--- src/rtl/fetch_queue.sv ---
// fetch_queue: instruction prefetch stage between instruction memory and the
// decode pipeline register. Owns the fetch PC and issues word-addressed reads
// with at most one read outstanding. Returned instructions are buffered, each
// with its PC+1, in a DEPTH-entry FIFO.
//
// Optional build macro: FQ_BYPASS_EN. When it is defined, a response that
// arrives while the queue is empty is presented at the output in the same
// cycle. When it is not defined, every response goes through queue storage.
//
// Ports:
//   CLK, RST        clock, synchronous active-high reset
//   redirect        flush the queue and restart fetch at redirect_pc
//   redirect_pc     new fetch PC (word address)
//   imem_req        read request valid
//   imem_addr       read word address (fetch PC)
//   imem_ack        memory accepts the request this cycle
//   imem_rvalid     read data valid
//   imem_rdata      read data
//   out_valid       head entry valid
//   out_instr       head instruction
//   out_pcplus1     head PC+1
//   out_ready       decode consumes the head entry
//   count           number of occupied entries, 0..DEPTH
module fetch_queue #(
    parameter int unsigned M        = 32,
    parameter int unsigned DEPTH    = 4,
    parameter int unsigned AW       = 2,
    parameter logic [M-1:0] RESET_PC = '0
) (
    input  logic          CLK,
    input  logic          RST,
    input  logic          redirect,
    input  logic [M-1:0]  redirect_pc,
    output logic          imem_req,
    output logic [M-1:0]  imem_addr,
    input  logic          imem_ack,
    input  logic          imem_rvalid,
    input  logic [M-1:0]  imem_rdata,
    output logic          out_valid,
    output logic [M-1:0]  out_instr,
    output logic [M-1:0]  out_pcplus1,
    input  logic          out_ready,
    output logic [AW:0]   count
);

    localparam logic [AW:0]  FULL = (AW+1)'(DEPTH);
    localparam logic [M-1:0] ONE  = M'(1);

    typedef enum logic {
        S_IDLE,
        S_WAIT
    } state_t;

    state_t          state_q, state_d;
    logic [M-1:0]    fpc_q, fpc_d;
    logic [M-1:0]    req_pc_q, req_pc_d;
    logic            drop_q, drop_d;
    logic [AW-1:0]   rd_ptr_q, rd_ptr_d;
    logic [AW-1:0]   wr_ptr_q, wr_ptr_d;
    logic [AW:0]     count_q, count_d;
    logic [M-1:0]    instr_q [DEPTH];
    logic [M-1:0]    instr_d [DEPTH];
    logic [M-1:0]    pc1_q   [DEPTH];
    logic [M-1:0]    pc1_d   [DEPTH];

    logic            resp;
    logic            bypass;
    logic            bypass_take;
    logic            push;
    logic            pop;
    logic [M-1:0]    req_pc_plus1;

    assign req_pc_plus1 = req_pc_q + ONE;
    assign imem_addr    = fpc_q;
    assign count        = count_q;

    // Request, handshake and output path.
    always_comb begin
        imem_req = ~RST & (state_q == S_IDLE) & (count_q != FULL) & ~redirect;
        resp     = (state_q == S_WAIT) & imem_rvalid;
`ifdef FQ_BYPASS_EN
        bypass   = ~RST & resp & ~drop_q & ~redirect & (count_q == '0);
`else
        bypass   = 1'b0;
`endif
        // A bypassed response consumed by decode never enters storage.
        bypass_take = bypass & out_ready;
        push        = resp & ~drop_q & ~redirect & ~bypass_take;
        pop         = (count_q != '0) & out_ready & ~redirect;

        out_valid   = ~RST & ((count_q != '0) | bypass);
        if (RST) begin
            out_instr   = '0;
            out_pcplus1 = '0;
        end else if (bypass) begin
            out_instr   = imem_rdata;
            out_pcplus1 = req_pc_plus1;
        end else begin
            out_instr   = instr_q[rd_ptr_q];
            out_pcplus1 = pc1_q[rd_ptr_q];
        end
    end

    // Next-state logic.
    always_comb begin
        state_d  = state_q;
        fpc_d    = fpc_q;
        req_pc_d = req_pc_q;
        drop_d   = drop_q;
        rd_ptr_d = rd_ptr_q;
        wr_ptr_d = wr_ptr_q;
        count_d  = count_q;
        instr_d  = instr_q;
        pc1_d    = pc1_q;

        if (redirect) begin
            fpc_d    = redirect_pc;
            rd_ptr_d = '0;
            wr_ptr_d = '0;
            count_d  = '0;
            // A read still in flight is marked so its response is discarded.
            if (state_q == S_WAIT) begin
                if (imem_rvalid) begin
                    state_d = S_IDLE;
                    drop_d  = 1'b0;
                end else begin
                    drop_d  = 1'b1;
                end
            end
        end else begin
            case (state_q)
                S_IDLE: begin
                    if (imem_req && imem_ack) begin
                        req_pc_d = fpc_q;
                        fpc_d    = fpc_q + ONE;
                        state_d  = S_WAIT;
                    end
                end
                S_WAIT: begin
                    if (imem_rvalid) begin
                        drop_d  = 1'b0;
                        state_d = S_IDLE;
                    end
                end
                default: state_d = S_IDLE;
            endcase

            if (push) begin
                instr_d[wr_ptr_q] = imem_rdata;
                pc1_d[wr_ptr_q]   = req_pc_plus1;
                wr_ptr_d          = wr_ptr_q + 1'b1;
            end
            if (pop) begin
                rd_ptr_d = rd_ptr_q + 1'b1;
            end
            case ({push, pop})
                2'b10:   count_d = count_q + 1'b1;
                2'b01:   count_d = count_q - 1'b1;
                default: count_d = count_q;
            endcase
        end
    end

    always_ff @(posedge CLK) begin
        if (RST) begin
            state_q  <= S_IDLE;
            fpc_q    <= RESET_PC;
            req_pc_q <= '0;
            drop_q   <= 1'b0;
            rd_ptr_q <= '0;
            wr_ptr_q <= '0;
            count_q  <= '0;
            for (int unsigned i = 0; i < DEPTH; i++) begin
                instr_q[i] <= '0;
                pc1_q[i]   <= '0;
            end
        end else begin
            state_q  <= state_d;
            fpc_q    <= fpc_d;
            req_pc_q <= req_pc_d;
            drop_q   <= drop_d;
            rd_ptr_q <= rd_ptr_d;
            wr_ptr_q <= wr_ptr_d;
            count_q  <= count_d;
            instr_q  <= instr_d;
            pc1_q    <= pc1_d;
        end
    end

endmodule

--- config.mk ---
export PLATFORM = sky130hd
export DESIGN_NAME = fetch_queue
export DESIGN_NICKNAME = d
export VERILOG_FILES = /design/src/rtl/fetch_queue.sv
export SDC_FILE = /design/constraint.sdc
export NUM_CORES = 1
export LEC_CHECK = 0
export ABC_AREA = 1
export CAP_MARGIN = 20
export CORE_MARGIN = 4
export CORE_UTILIZATION = 62
export CTS_CLUSTER_SIZE = 16
export DETAILED_ROUTE_END_ITERATION = 8
export GPL_TIMING_DRIVEN = 0
export HOLD_SLACK_MARGIN = 0.12
export PLACE_DENSITY = 0.83
export SLEW_MARGIN = 15
export SYNTH_ARGS = -nofsm -noshare
export SYNTH_HDL_FRONTEND = slang
export SYNTH_SLANG_ARGS = --single-unit
--- constraint.sdc ---
create_clock -name CLK -period 5.4 [get_ports CLK]
set_clock_uncertainty 0.1 [all_clocks]
set_input_delay 0.54 -clock CLK [delete_from_list [all_inputs] [get_ports CLK]]
set_output_delay 0.54 -clock CLK [all_outputs]
set_load 0.01 [all_outputs]
==> out/qor.yml, run 1 <==
synth_edf_count: 0
placement_rows: 58
synth.largest_area_cell: "dfxtp_1"
nNetsFinal: 2608
leakagePower_nw: 7.128
drc_errors: 0
fin_util: 0.7617
grt_max_degree: 15
cts_setup_buffers: 0
design_area_mm2: 0.01924
clkPwrFrac: 0.463
end_kind: "output port"
area_delta_synth_final_pct: 20.33
arrival_ns: 3.54
slew_viol_final: 0
globalRouteOverflowTotal: 0
p_sw_mw: 1.284
clock_sinks: 329
firstDrtPassIters: 8
insertion_delay_ns: 0.53
grt.total_usage: 0.3739
postCtsHoldBufs: 0
combPwrFrac: 0.065
drtIter0Drc: 2020
yosys-top-cells-area: "dfxtp_1 41%, a21oi_1 14%, nand2_1 9.5%, o21ai_0 8.8%, inv_1 7.2%"
wl_per_cell_um: 19.03
place_area_mm2: 0.01808
die_h_um: 168.6
worstSetupPathType: "reg2out"
swShare: 0.2417
path_clk_slew_ns: 0.07
cts_tree: "built"
tns_ns: 0
wirelength_um: 54890
synth_top_cell_area_share: 0.4120
internal_power_mw: 4.028
cts_buffer_depth: 3
path_max_fanout: 10
crit_path_start_kind: "flip-flop"
clock.fmax_mhz: 239.1
setup_viol: 0
synthArstFlopShare: 0
rsz0062_at_grt: "no"
portBuffers: 168
die_area_mm2: 0.02842
min_period_over_period: 0.7744
viasPerCell: 5.950
synth_area_mm2: 0.01599
h-tree-depth: 2
seq_power_share: 0.472
max_cap_viol_count: 0
ys_seq_elements: 329
hold_viol: 0
pin_count: 171
synth-main-ff-cell: "dfxtp_1"
cts_resized: 0
grt_pass1_wl_um: 86540
worst_pin_slew_ns: 0.8040
n_antenna_cell: 0
min_path_type: "in2reg"
synth.avg_cell_area_um2: 6.879
vias: 17160
cts_buffers: 36
status: "completed"
drive_gt1_frac: 0.05677
min_period_ns: 4.182
yosysUniqueCellTypes: 40
final-instance-count-excl-fill: 2884
ir_drop_mv: 0.2459
postRouteAntennaNets: 0
synthCells: 2324
grt_pass1_vias: 16510
fill_cells: 1986
powerDensity_mw_per_mm2: 276.2
cts_root_buf: "clkbuf_16"
coreArea_mm2: 0.02525
fp.dieW_um: 168.6
yosysSeqAreaShare: 0.4120
antenna_found_initial: 0
maxSlewHeadroom: 0.4640
gp_congestion: 0.9799
yosys_warnings: 0
required_ns: 4.76
synthesis.nets: 2402
initial_core_util: 0.6330
hpwl_um: 39470
place_inst: 2822
power_mw: 5.313
-- layout make-up --
class / count / area, um2 / share of cell area
buffer: 151 / 780.7 / 0.04059
tap: 330 / 412.9 / 0.02146
sequential: 329 / 6586 / 0.3424
clock buffer: 47 / 982.2 / 0.05106
clock inverter: 15 / 172.7 / 0.008976
timing repair buffer: 168 / 1682 / 0.08742
inverter: 320 / 1222 / 0.06355
multi-input combinational: 1524 / 7397 / 0.3845
-- cell usage after synthesis (2+ instances only) --
library cell / count
nand3_1: 111
and2_1: 2
buf_4: 6
o21a_1: 46
inv_1: 306
nor2_4: 3
buf_6: 20
dfxtp_1: 329
inv_2: 9
inv_4: 2
ha_1: 7
nand2_2: 9
xnor2_1: 2
buf_2: 24
nand2_1: 404
o21ai_1: 35
o211ai_1: 3
a21oi_1: 453
o211ai_2: 2
nand3_4: 2
o21ai_0: 280
nand4_1: 4
inv_8: 2
clkbuf_1: 85
a211oi_1: 6
buf_1: 15
xor2_1: 22
nor3_1: 7
a31oi_1: 3
nor2_1: 110
nor2_2: 6
-- routing by layer --
metal	vias up	track usage	wire length (um)
met5	-	0	0
met4	0	0.1870	2914
met3	237	0.06165	5410
met2	1082	0.6295	25770
met1	7844	0.4657	20800
li1	7996	-	-
-- metrics by stage --
stage	hold slack, ns	worst slack, ns
after floorplan	0.3293	3.209
after global placement	0.3386	1.991
after detailed placement	0.3452	1.986
after CTS	0.3173	1.403
after global routing	0.3556	1.235
final	0.3230	1.218
-- cells in the final DEF, fill, tap and decap left out, types with 36 or more instances in the layout --
master           count
nand2_1            404
o21ai_0            280
inv_1              306
nor2_1             110
o21a_1              46
clkbuf_1            92
clkdlybuf4s50_1    168
dfxtp_1            329
nand3_1            111
a21oi_1            453
clkbuf_16           36
-- flip-flops by register name, indices dropped and copies added (netlist names) --
signal	count
wr_ptr_q	2
instr_q	128
imem_addr	32
pc1_q	128
count	3
drop_q	1
state_q	1
rd_ptr_q	2
req_pc_q	32
-- power groups by stage --
| stage | combinational [mW] | sequential [mW] | clock, mW |
|---|---|---|---|
| final | 0.347 | 2.51 | 2.46 |
| after global placement | 0.330 | 2.56 | 0 |
| after floorplan | 0.160 | 2.55 | 0 |
| after CTS | 0.340 | 2.51 | 2.44 |
| after global routing | 0.372 | 2.51 | 2.54 |
| after detailed placement | 0.337 | 2.56 | 0 |
-- worst paths after layout --
| kind | startpoint | endpoint | slack (ns) | cells after the start |
|---|---|---|---|---|
| min | redirect | imem_addr[18]$_SDFFE_PP0P_ | 0.32 | 5 |
| max reg2reg | rd_ptr_q[0]$_SDFFE_PP0P_ | rd_ptr_q[1]$_SDFFE_PP0P_ | 3.13 | 5 |
| max | rd_ptr_q[0]$_SDFFE_PP0P_ | out_pcplus1[18] | 1.22 | 7 |
| min reg2reg | instr_q[62]$_SDFFE_PP0P_ | instr_q[62]$_SDFFE_PP0P_ | 0.35 | 2 |
-- kinds of logic after synthesis --
| kind of cell | share of synthesized area |
|---|---|
| compound gates | 0.2706 |
| simple gates | 0.1712 |
| buf+inv | 0.1253 |
| flops | 0.4120 |
| xor+xnor | 0.01417 |
| fa+ha+maj | 0.006731 |
-- worst max-delay path, stage by stage, from the launching register on --
cell	delay [ns]
dfxtp_1	0.44
inv_2	0.11
buf_2	0.32
buf_2	0.36
clkbuf_1	0.59
o21ai_0	0.19
a21oi_1	0.37
clkdlybuf4s50_1	0.62
No activity file was read; power rests on OpenSTA's default activity.
==> run 2, diff against run 1 <==
Settings changed: CORE_UTILIZATION 62 to 52, PLACE_DENSITY 0.83 to 0.74.
Clock period 5.4 ns to 3.8 ns, I/O delays scaled along.
==> run 2 against run 1 <==
Sequential power up 42%. Power grew 45%. Design area increased by 0.74%. Register-to-register slack worse by 1.5 ns. Combinational power is 41% higher. Critical path depth fell by 2. Final cell count is 2.0% higher. Worst hold slack lost 0.15 ns.
==> out/qor.yml, run 2 (synthesis gave the netlist of run 1 again) <==
nNetsFinal: 2608
crit_path_start_kind: "flip-flop"
reg.largest.list: "instr_q (128), pc1_q (128)"
firstDrtPassIters: 6
min_path_type: "in2reg"
rsz0062_at_grt: "no"
initial_core_util: 0.5337
drc_errors: 0
maxSlewHeadroom: 0.4374
setup_viol: 0
placement_rows: 63
die_h_um: 183.3
cts_buffer_depth: 3
min_period_over_period: 0.9512
holdWs_ns: 0.1710
portBuffers: 168
grt_pass1_vias: 15670
hpwl_um: 40200
h-tree-depth: 2
cts_buffers: 37
drive_gt1_frac: 0.05760
globalRouteOverflowTotal: 0
required_ns: 3.32
drtIter0Drc: 1654
viasPerCell: 5.606
hold_depth: 5
final_cell_mix: "453 x a21oi_1, 404 x nand2_1, 329 x dfxtp_1, 306 x inv_1, 280 x o21ai_0"
powerDensity_mw_per_mm2: 396.4
min_to: "imem_addr[29]$_SDFFE_PP0P_"
regToRegSetupSlack_ns: 1.62
fill_cells: 2802
clock_sinks: 329
coreArea_mm2: 0.02995
arrival_ns: 3.13
rr_endpoint: "pc1_q[74]$_SDFFE_PP0P_"
wirelength_um: 54470
tns_ns: 0
antenna_found_initial: 0
min_period_ns: 3.615
wl_per_cell_um: 18.52
final-instance-count-excl-fill: 2942
fp.dieW_um: 183.3
end_kind: "output port"
postCtsHoldBufs: 0
postRouteAntennaNets: 0
grt_pass1_wl_um: 85040
slew_viol_final: 0
worst_pin_slew_ns: 0.8438
cts_resized: 0
max_cap_viol_count: 0
grt.total_usage: 0.3129
cts_tree: "built"
insertion_delay_ns: 0.52
path_clk_slew_ns: 0.05
leakagePower_nw: 7.168
rr_startpoint: "req_pc_q[1]$_SDFFE_PP0P_"
place_inst: 2882
worstSetupPathType: "reg2out"
hold_start: "redirect"
die_area_mm2: 0.03361
clock.fmax_mhz: 276.7
cts_setup_buffers: 0
gp_congestion: 0.9744
ir_drop_mv: 0.3487
layout_commonest_cell: "a21oi_1"
pin_count: 171
rr_worst_depth: 8
grt_max_degree: 20
status: "completed"
vias: 16490
path_max_fanout: 10
area_delta_synth_final_pct: 21.21
hold_viol: 0
n_antenna_cell: 0
cts_root_buf: "clkbuf_16"
-- run 2: area by class of cell --
| type | count | area [um2] | share of cell area |
|---|---|---|---|
| multi-input combinational | 1524 | 7397 | 0.3817 |
| sequential | 329 | 6586 | 0.3399 |
| timing repair buffer | 168 | 1682 | 0.08678 |
| inverter | 320 | 1222 | 0.06309 |
| clock buffer | 53 | 1117 | 0.05766 |
| buffer | 150 | 777.0 | 0.04010 |
| tap | 390 | 488.0 | 0.02518 |
| clock inverter | 8 | 107.6 | 0.005553 |
-- run 2: worst max path at each step --
stage | from | end | slack (ns) | cells past startpoint
after floorplan | redirect | count[2]$_SDFFE_PP0P_ | 1.77 | 11
after global placement | rd_ptr_q[0]$_SDFFE_PP0P_ | out_pcplus1[18] | 0.60 | 7
after detailed placement | rd_ptr_q[0]$_SDFFE_PP0P_ | out_pcplus1[18] | 0.56 | 7
after CTS | rd_ptr_q[0]$_SDFFE_PP0P_ | out_instr[0] | 0.26 | 5
after global routing | rd_ptr_q[0]$_SDFFE_PP0P_ | out_pcplus1[20] | 0.15 | 8
final | rd_ptr_q[0]$_SDFFE_PP0P_ | out_pcplus1[30] | 0.19 | 5
-- run 2: power breakdown --
group / total [mW] / switching, mW / internal (mW)
Clock: 3.63 / 1.45 / 2.17
Combinational: 0.488 / 0.293 / 0.195
Sequential: 3.57 / 0.0694 / 3.50
Total: 7.68 / 1.82 / 5.87
-- run 2: critical path, stage by stage, from the launching register on --
cell	delay [ns]
dfxtp_1	0.56
buf_2	0.34
buf_1	0.59
o21ai_0	0.22
a21oi_1	0.28
clkdlybuf4s50_1	0.61
-- run 2: stage by stage --
| stage | area, um2 | setup slack, ns | util | total power, mW |
|---|---|---|---|---|
| after floorplan | 15990 | 1.769 | - | 3.852 |
| after global placement | 18160 | 0.5951 | 0.6061 | 4.115 |
| after detailed placement | 18160 | 0.5561 | 0.6061 | 4.121 |
| after CTS | 19380 | 0.2594 | 0.6469 | 7.709 |
| after global routing | 19380 | 0.1488 | 0.6469 | 7.887 |
| final | 19380 | 0.1854 | 0.6469 | 7.681 |
-- run 2: metal layers --
layer  routed length, um  share of wire  track usage  up-vias
met3                3961          0.073      0.03392      136
met2               25730           0.47       0.5340      703
li1                    -              -            -     8002
met1               22750           0.42       0.4105     7651
met5                   0              0            0        -
met4                2026          0.037       0.1177        0
